**src/rtl/sample_read_arbiter.sv**
```systemverilog
// Round-robin arbiter sharing the wave-sample BRAM read port among all sample consumers.
// Tracks in-flight reads through the fixed memory latency and routes each sample back to its requester.
module sample_read_arbiter #(
    parameter int NUM_REQ      = 6,
    parameter int WW_WIDTH     = 18,
    parameter int SAMPLE_WIDTH = 16,
    parameter int MEM_LATENCY  = 2
) (
    input  logic                                    clk_in,
    input  logic                                    rst_in,
    input  logic                                    flush_in,
    input  logic [WW_WIDTH-1:0]                     wave_width_in,
    input  logic [NUM_REQ-1:0]                      req_in,
    input  logic [NUM_REQ-1:0][WW_WIDTH-1:0]        index_in,
    output logic [NUM_REQ-1:0][SAMPLE_WIDTH-1:0]    data_out,
    output logic [NUM_REQ-1:0]                      valid_out,
    output logic                                    mem_en_out,
    output logic [WW_WIDTH-1:0]                     mem_addr_out,
    input  logic [SAMPLE_WIDTH-1:0]                 mem_data_in,
    output logic                                    busy_out
);

    localparam int ID_W  = (NUM_REQ > 1) ? $clog2(NUM_REQ) : 1;
    localparam int SUM_W = ID_W + 1;
    localparam logic [ID_W-1:0] LAST_ID = ID_W'(NUM_REQ - 1);

    typedef struct packed {
        logic            valid;
        logic [ID_W-1:0] id;
    } tag_t;

    function automatic logic [WW_WIDTH-1:0] clamp_addr(
        input logic [WW_WIDTH-1:0] idx,
        input logic [WW_WIDTH-1:0] width
    );
        logic [WW_WIDTH-1:0] addr;
        if (width == {WW_WIDTH{1'b0}}) begin
            addr = {WW_WIDTH{1'b0}};
        end else if (idx < width) begin
            addr = idx;
        end else begin
            addr = width - WW_WIDTH'(1);
        end
        return addr;
    endfunction

    logic [NUM_REQ-1:0]                   pending_q, pending_d;
    logic [NUM_REQ-1:0][WW_WIDTH-1:0]     pend_idx_q, pend_idx_d;
    logic [ID_W-1:0]                      last_grant_q, last_grant_d;
    logic                                 mem_en_q, mem_en_d;
    logic [WW_WIDTH-1:0]                  mem_addr_q, mem_addr_d;
    logic [NUM_REQ-1:0][SAMPLE_WIDTH-1:0] data_q, data_d;
    logic [NUM_REQ-1:0]                   valid_q, valid_d;
    logic                                 busy_q, busy_d;
    // Stage 0 lines up with mem_en_out; the tag in the last stage matches mem_data_in.
    tag_t                                 tag_q [0:MEM_LATENCY];
    tag_t                                 tag_d [0:MEM_LATENCY];

    logic                                 win_found_s;
    logic [ID_W-1:0]                      win_id_s;

    // Round-robin scan starting just after the last granted requester
    always_comb begin
        logic [SUM_W-1:0] sum;
        logic [ID_W-1:0]  cand;
        win_found_s = 1'b0;
        win_id_s    = {ID_W{1'b0}};
        sum         = {SUM_W{1'b0}};
        cand        = {ID_W{1'b0}};
        for (int k = 1; k <= NUM_REQ; k++) begin
            sum = {1'b0, last_grant_q} + SUM_W'(k);
            if (sum >= SUM_W'(NUM_REQ)) begin
                sum = sum - SUM_W'(NUM_REQ);
            end else begin
                sum = sum;
            end
            cand = sum[ID_W-1:0];
            if (!win_found_s && pending_q[cand]) begin
                win_found_s = 1'b1;
                win_id_s    = cand;
            end else begin
                win_found_s = win_found_s;
            end
        end
    end

    // Next state: flush, sample return, grant issue and request capture
    always_comb begin
        pending_d    = pending_q;
        pend_idx_d   = pend_idx_q;
        last_grant_d = last_grant_q;
        mem_en_d     = 1'b0;
        mem_addr_d   = mem_addr_q;
        data_d       = data_q;
        valid_d      = {NUM_REQ{1'b0}};
        tag_d[0]     = '0;
        for (int s = 1; s <= MEM_LATENCY; s++) begin
            tag_d[s] = tag_q[s-1];
        end

        if (flush_in) begin
            pending_d    = {NUM_REQ{1'b0}};
            last_grant_d = LAST_ID;
            for (int s = 0; s <= MEM_LATENCY; s++) begin
                tag_d[s] = '0;
            end
        end else begin
            if (tag_q[MEM_LATENCY].valid) begin
                data_d[tag_q[MEM_LATENCY].id]  = mem_data_in;
                valid_d[tag_q[MEM_LATENCY].id] = 1'b1;
            end else begin
                valid_d = {NUM_REQ{1'b0}};
            end

            if (win_found_s) begin
                mem_en_d            = 1'b1;
                mem_addr_d          = clamp_addr(pend_idx_q[win_id_s], wave_width_in);
                pending_d[win_id_s] = 1'b0;
                last_grant_d        = win_id_s;
                tag_d[0].valid      = 1'b1;
                tag_d[0].id         = win_id_s;
            end else begin
                mem_en_d = 1'b0;
            end

            // Applied after the grant clear so a same-edge re-request survives.
            for (int i = 0; i < NUM_REQ; i++) begin
                if (req_in[i]) begin
                    pending_d[i]  = 1'b1;
                    pend_idx_d[i] = index_in[i];
                end else begin
                    pend_idx_d[i] = pend_idx_d[i];
                end
            end
        end

        busy_d = |pending_d;
        for (int s = 0; s <= MEM_LATENCY; s++) begin
            busy_d = busy_d | tag_d[s].valid;
        end
    end

    // State registers with synchronous reset
    always_ff @(posedge clk_in) begin
        if (rst_in) begin
            pending_q    <= {NUM_REQ{1'b0}};
            pend_idx_q   <= '0;
            last_grant_q <= LAST_ID;
            mem_en_q     <= 1'b0;
            mem_addr_q   <= {WW_WIDTH{1'b0}};
            data_q       <= '0;
            valid_q      <= {NUM_REQ{1'b0}};
            busy_q       <= 1'b0;
            for (int s = 0; s <= MEM_LATENCY; s++) begin
                tag_q[s] <= '0;
            end
        end else begin
            pending_q    <= pending_d;
            pend_idx_q   <= pend_idx_d;
            last_grant_q <= last_grant_d;
            mem_en_q     <= mem_en_d;
            mem_addr_q   <= mem_addr_d;
            data_q       <= data_d;
            valid_q      <= valid_d;
            busy_q       <= busy_d;
            for (int s = 0; s <= MEM_LATENCY; s++) begin
                tag_q[s] <= tag_d[s];
            end
        end
    end

    assign data_out     = data_q;
    assign valid_out    = valid_q;
    assign mem_en_out   = mem_en_q;
    assign mem_addr_out = mem_addr_q;
    assign busy_out     = busy_q;

endmodule
```
**config.mk**
```make
export PLATFORM = sky130hd
export DESIGN_NAME = sample_read_arbiter
export DESIGN_NICKNAME = d
export VERILOG_FILES = /design/src/rtl/sample_read_arbiter.sv
export SDC_FILE = /design/constraint.sdc
export NUM_CORES = 1
export LEC_CHECK = 0
export BUFFER_PORTS_ARGS = -buffer_cell sky130_fd_sc_hd__buf_4
export CAP_MARGIN = 20
export CORE_UTILIZATION = 35
export CTS_CLUSTER_DIAMETER = 120
export DETAILED_ROUTE_END_ITERATION = 8
export GPL_ROUTABILITY_DRIVEN = 0
export PLACE_DENSITY = 0.63
export SYNTH_ARGS = -nofsm -noshare
export SYNTH_HDL_FRONTEND = slang
export SYNTH_SLANG_ARGS = --single-unit
```
**constraint.sdc**
```tcl
create_clock -name clk_in -period 9.1 [get_ports clk_in]
set_input_delay 0.91 -clock clk_in [delete_from_list [all_inputs] [get_ports clk_in]]
set_output_delay 0.91 -clock clk_in [all_outputs]
set_load 0.01 [all_outputs]
```
== Word level (Yosys, flattened, before mapping) ==
Memory sizes are Yosys's and may differ from the RTL's.
Cells that the tools add are included.
Storage, ports and cells
  bits in latches: 0
  bits in writable memories: 12
  input port bits: 151
  register bits: 239
  memories: 1
  word-level logic and storage cells: 142
  output and inout bits: 122
  bits in read-only memories: 0
Cells by class
  divide/modulo/power cells: 0
  multiply operators: 0
  muxes and demuxes: 59
  reduce and logical (&&, ||, !) cells: 24
  shifts and indexed selects: 0
  $add $sub $neg: 13
  bitwise gates (word level): 10
  eq/ne operators: 0
  magnitude comparators: 17
Memory list
  tag_q: depth 3, width 4, read ports 3, clocked after Yosys merged registers in 0, wr ports 3, line 56  | tag_t tag_q [0:MEM_LATENCY];
Operators by type and width (number)
  bitwise mux 96 bit: 1
  binary-select mux 18 bit (select 3 bit): 1
  two-way mux 18 bit: 3
  demux 16 bit (select 3 bit): 1
  two-way mux 3 bit: 12
  < comparator 3 x 4 -> 1 bit, second input constant: 8
  >= comparator 4 x 3 -> 1 bit, second input constant: 6
  two-way mux 1 bit: 24
  two-way mux 4 bit: 5
  binary-select mux 1 bit (select 3 bit): 6
  logical NOT 18 bit: 1
  < comparator 18 bit: 1
  subtractor 18 x 1 -> 18 bit, second input constant: 1
  subtractor 3 bit, second input constant: 6
  two-way mux 16 bit: 1
  AND reduction 2 bit: 8
  adder 3 x 3 -> 4 bit, second input constant: 3
  two-way mux 6 bit: 2
  adder 3 x 2 -> 4 bit, second input constant: 2
  two-way mux 8 bit: 1
  logical AND 1 bit: 7
  bitwise AND 6 bit: 1
  demux 1 bit (select 3 bit): 2
  >= comparator 3 x 1 -> 1 bit, second input constant: 2
  other kinds (8): 18

== Longest topological paths before layout ==
  depth in word-level cells: 34
  mapped depth: 33
  gate-level depth less buffers: 24

== Worst setup path after synthesis ==
No wires, ideal clock.
  path kind: flip-flop to flip-flop
  start point: register last_grant_q[1]
  end point: register mem_addr_q[11], in the netlist mem_addr_out[11]
  period minus slack after synthesis: 6435 ps
  buffers on the path: 5
  data required time: 8973 ps
  path slack: 2665 ps
  library setup time: 127 ps
  data arrival time: 6308 ps
  stages on the path, launching flop included: 30
  cell sequence: dfxtp_1 -> buf_2 -> clkinv_1 -> ha_1 -> buf_2 -> a211oi_2 -> xnor2_1 -> mux2i_1 -> nor3b_4 -> nand2b_4 -> or3_4 -> nand2_2 -> buf_4 -> mux2i_1 -> a211oi_1 -> or2_2 -> ha_1 -> a21o_1 -> a21o_1 -> a21o_1 -> a21o_1 -> a21o_1 -> a211o_1 -> a21oi_1 -> nand3b_1 -> o41a_1 -> buf_6 -> buf_6 -> mux2i_1 -> o21ai_1
On the way
  longest elaborated chain between the ends: 26
  elaborated cells between the ends (all ways): 64
  classes of those cells: add/sub: 12; order compare: 7; mux: 34; reduce/logical: 11
RTL lines
  start: declaration: line 49  | logic [ID_W-1:0] last_grant_q, last_grant_d;
  start signal: assignment: line 160  | last_grant_q <= last_grant_d;
  adder 3 x 1 -> 4 bit: line 71  | sum = {1'b0, last_grant_q} + SUM_W'(k);
  >= comparator 4 x 3 -> 1 bit or subtractor 3 bit (tied branches): line 72, 73
  two-way mux 3 bit: line 72  | if (sum >= SUM_W'(NUM_REQ)) begin
  binary-select mux 1 bit (select 3 bit): line 78  | if (!win_found_s && pending_q[cand]) begin
  two-way mux 1 bit (not written as such): line 78
  two-way mux 1 bit: line 78
  logical NOT 1 bit: line 78
  logical AND 1 bit: line 78
  [10 not listed]
  logical NOT 1 bit: line 78
  logical AND 1 bit: line 78
  two-way mux 3 bit: line 78
  binary-select mux 18 bit (select 3 bit): line 117  | mem_addr_d = clamp_addr(pend_idx_q[win_id_s], wave_width_in);
  two-way mux 18 bit (not written as such): line 117
  < comparator 18 bit: line 39  | end else if (idx < width) begin
  two-way mux 18 bit: line 39
  two-way mux 18 bit: line 37  | if (width == {WW_WIDTH{1'b0}}) begin
  end signal: assignment: line 150  | mem_addr_q <= {WW_WIDTH{1'b0}};
  end signal: assignment: line 162  | mem_addr_q <= mem_addr_d;
  end: declaration: line 51  | logic [WW_WIDTH-1:0] mem_addr_q, mem_addr_d;
Parallel ways exist; a longest one is shown, timed or not. The select of a mux whose other input is x is not followed.
A chain may end at the register's enable or synchronous reset.

== Worst setup path after layout ==
  start point: register last_grant_q[1]
  end point: register mem_addr_q[12], in the netlist mem_addr_out[12]
The elaborated chain is that of the path after synthesis.

==> results.md <==
- Design area: 0.01481 mm2
- Post-layout net count: between 1500 and 2000
- YS warnings: 0
- Share of power burned in registers: 19.4%
- Unique masters post-synth: 78
- CTS tree: yes
- First DRT Iteration DRCs: 758
- Switching share of power: between 40 and 50%
- I/O pins: around 270
- M3 GR Usage: approximately 5.6%
- Fill cells: ~3300
- GRT Overall Usage: between 20% and 30%
- Most frequent cell after synthesis: nand2_1
- Final Core Density: between 40% and 50%
- Synthesized Nets: ~1600
- Starting Density: between 30% and 40%
- Unrepaired setup endpoints after global routing: false
- Postcts setup bufs: 0
- Busiest grt layer: met2
- Hold buffers post-CTS: 0
- Hold Path Class: reg2reg
- Type of the worst setup path: reg2reg
- Final setup violation count: 0
- Fmax: approximately 120 MHz
- Post-synthesis async set-or-reset flop share: 0%
- Post-Place Cell Area: 0.01392 mm2
- Worst Clk Skew: between 0.01 and 0.015 ns
- Ys flop type: dfxtp_1
- Rel. slew slack: about a quarter
- Worst Min Path Start: tag_q[0][2]
- Largest net degree at the start of global routing: 89
- Average wire per standard cell: between 15 and 20 um
- DR vias/cell: about 5.2
- Maximum VDD drop: 0.3106 mV
- GRT overflow: 0
- Pre-CTS setup slack: 1.147 ns
- Launching point of the worst reg2reg path: last_grant_q[1]
- Power Total: roughly 6.3 mW
- Status: finished clean
- P_sw: approximately 2.9 mW
- Register area share after synthesis: 43.46%
- Setup crit end kind: register
- Setup WS post-layout: about 1 ns
- Ranking of synthesized cells by area: dfxtp_1 (43%), nand2_1 (15%), a21oi_1 (10%)
- Final TNS setup: 0 ns
- Number of synthesized flops with an enable pin: 0
- Synth Register Bits: 251
- M1 GR Usage: 29.79%
- Avg Inst Size Synth: between 7 and 8 um2
- Min cycle time layout: just over 8 ns
- Hold Path Sink: tag_q[0][6]
- CTS Sinks: roughly 250
- Max-cap viol count: 0
- Worst R2R Setup Slack: 0.99 ns
- Worst path arrival time: 8.54 ns
- Drt first pass iters: 5
- Slew @ Worst Pin: around 1.1 ns
- Post_cts resized: 0
- Reg2Reg Capture Point: mem_addr_out[12]
- Combinational share of power: about 63%
- Internal power: roughly 3.4 mW
- Layout cells sized above 1: 22.17%
- Synth top cells by count: nand2_1 (452), dfxtp_1 (251), a21oi_1 (232), clkbuf_1 (68), mux2i_1 (58)
- Synth top area share: between 40% and 50%
- Syn Std Cell Area: 0.01156 mm2
- Core ar.: 0.03254 mm2
- Max FO, Critical Path: 27
- Detailed Place HPWL: a little under 30 mm
- Total CTS buffers: 27
- Number of H-tree levels: 1
- Root buf cell: clkbuf_16
- Clock share of power: around 18%
- Antenna violations before repair: 3
- DR DRC count: 0
- Startpoint types: register
- Worst-Skew Late Latency: approximately 0.55 ns
- Syn-to-layout area delta: 28.11%
- Reg2reg path depth: 19
- Syn Inst Count: ~1500
- Vias in the first global route: 10590
- Worst-case clock buffer depth: 3
- Routing usage on met2: between 30 and 40%
- Die height: ~180 um
- Hold Violations, Final: 0
- DRT antenna net count: 0
- Yosys top cell by area: dfxtp_1
- First-pass GRT wire length: 60.49 mm
- Worst hold stages: 1
- IO Port Bufs: between 200 and 300
- Row count: 66
- Final Max Slew Viols: 0
- Power Density: around 420 mW/mm2
- Clock-pin slew on the worst setup and hold paths: roughly 0.060 ns
- Req. time, crit path: ~9.5 ns
- Area of the die: 0.03377 mm2
- Vias: around 11000
- Post-Route WL: ~40 mm
- DIE WIDTH: about 180 um
- Pleak: around 6 nW
- Final worst-path cycle share: 89.14%
-- logic make-up (layout without fill, tap and decap cells) --
group | count (synthesis) | count (layout) | synth area share (%)
mux | 66 | 66 | 6.211
flops | 251 | 251 | 43.46
fa+ha+maj | 29 | 29 | 3.138
simple gates | 618 | 618 | 23.27
xor+xnor | 23 | 23 | 1.742
buf+inv | 118 | 367 | 4.469
compound gates | 351 | 351 | 17.71
other cells | 0 | 2 | 0
-- layout make-up --
cell class                 count  area (um2)  area share [%]
clock buffer                  39       800.8           5.406
antenna                        2       5.005         0.03379
sequential                   251        5025           33.92
inverter                      27       101.3          0.6842
clock inverter                 8       78.83          0.5321
tap                          442       553.0           3.733
multi-input combinational   1087        6046           40.81
timing repair buffer         293        2203           14.87
-- metal layers --
layer  up-vias  share of wire, %
met5         -             0.063
met4         4               3.4
met3        67               8.8
met2       434                45
met1      5230                43
li1       5391                 -
-- stage by stage --
stage,hold slack [ns],instances
6_report,0.4344,2149
4_1_cts,0.4334,2146
5_1_grt,0.4593,2148
3_3_place_gp,0.4172,2099
2_1_floorplan,0.4057,1456
3_5_place_dp,0.4119,2099
-- power groups by stage --
| stage | clock, mW | combinational (mW) | sequential, mW |
|---|---|---|---|
| after global placement | 0 | 3.83 | 1.24 |
| after global routing | 1.16 | 4.27 | 1.22 |
| final | 1.09 | 3.95 | 1.22 |
| after CTS | 1.12 | 3.92 | 1.22 |
| after detailed placement | 0 | 3.90 | 1.24 |
| after floorplan | 0 | 3.02 | 1.22 |
-- flip-flops by register name, summed over array words and instances (netlist names) --
signal and cells:
busy_out 1, valid_out 6, mem_en_out 1, tag_q 12, mem_addr_out 18, pend_idx_q 108, data_out 96, last_grant_q 3
pending_q 6
-- worst max path at each step --
stage | from | endpoint | slack, ns | cells after the start
after floorplan | last_grant_q[1] | mem_addr_out[11] | 2.66 | 29
after global placement | last_grant_q[1] | mem_addr_out[12] | 1.39 | 19
after detailed placement | last_grant_q[1] | mem_addr_out[12] | 1.15 | 19
after CTS | last_grant_q[1] | mem_addr_out[12] | 1.12 | 19
after global routing | last_grant_q[1] | mem_addr_out[5] | 0.52 | 24
final | last_grant_q[1] | mem_addr_out[12] | 0.99 | 19
-- layout by cell type, fill, tap and decap left out, types with 8 or more instances in the layout --
master,n
ha_1,29
a211oi_1,20
nor3_2,9
buf_4,292
nand4_1,11
clkbuf_16,27
and2_1,23
dfxtp_1,251
a21o_1,12
o21ai_1,19
nand3_1,10
inv_1,26
clkbuf_8,8
nor2b_1,8
or2_2,8
nor3_1,11
nand2_1,452
nand2b_1,12
a221oi_1,10
a21oi_1,232
mux2i_1,58
nor2_1,46
xnor2_1,19
o21ai_0,20
-- worst max-delay path, stage by stage (launching register included) --
cell and delay [ns]:
dfxtp_1 0.57, clkinv_1 0.47, ha_1 0.90, nand4_1 0.21, a22oi_1 0.32, nor4_2 0.12
or2_2 0.35, a31o_2 0.21, or3_4 0.37, nand2_2 0.67, mux2i_1 0.52, a21oi_1 0.17
or2_2 0.34, ha_1 0.31, nand4_1 0.10, or4_1 0.46, o21ai_0 0.46, o41a_1 0.97
nand3_1 0.15, a32o_1 0.31
Power figures use the tool's default switching activity.
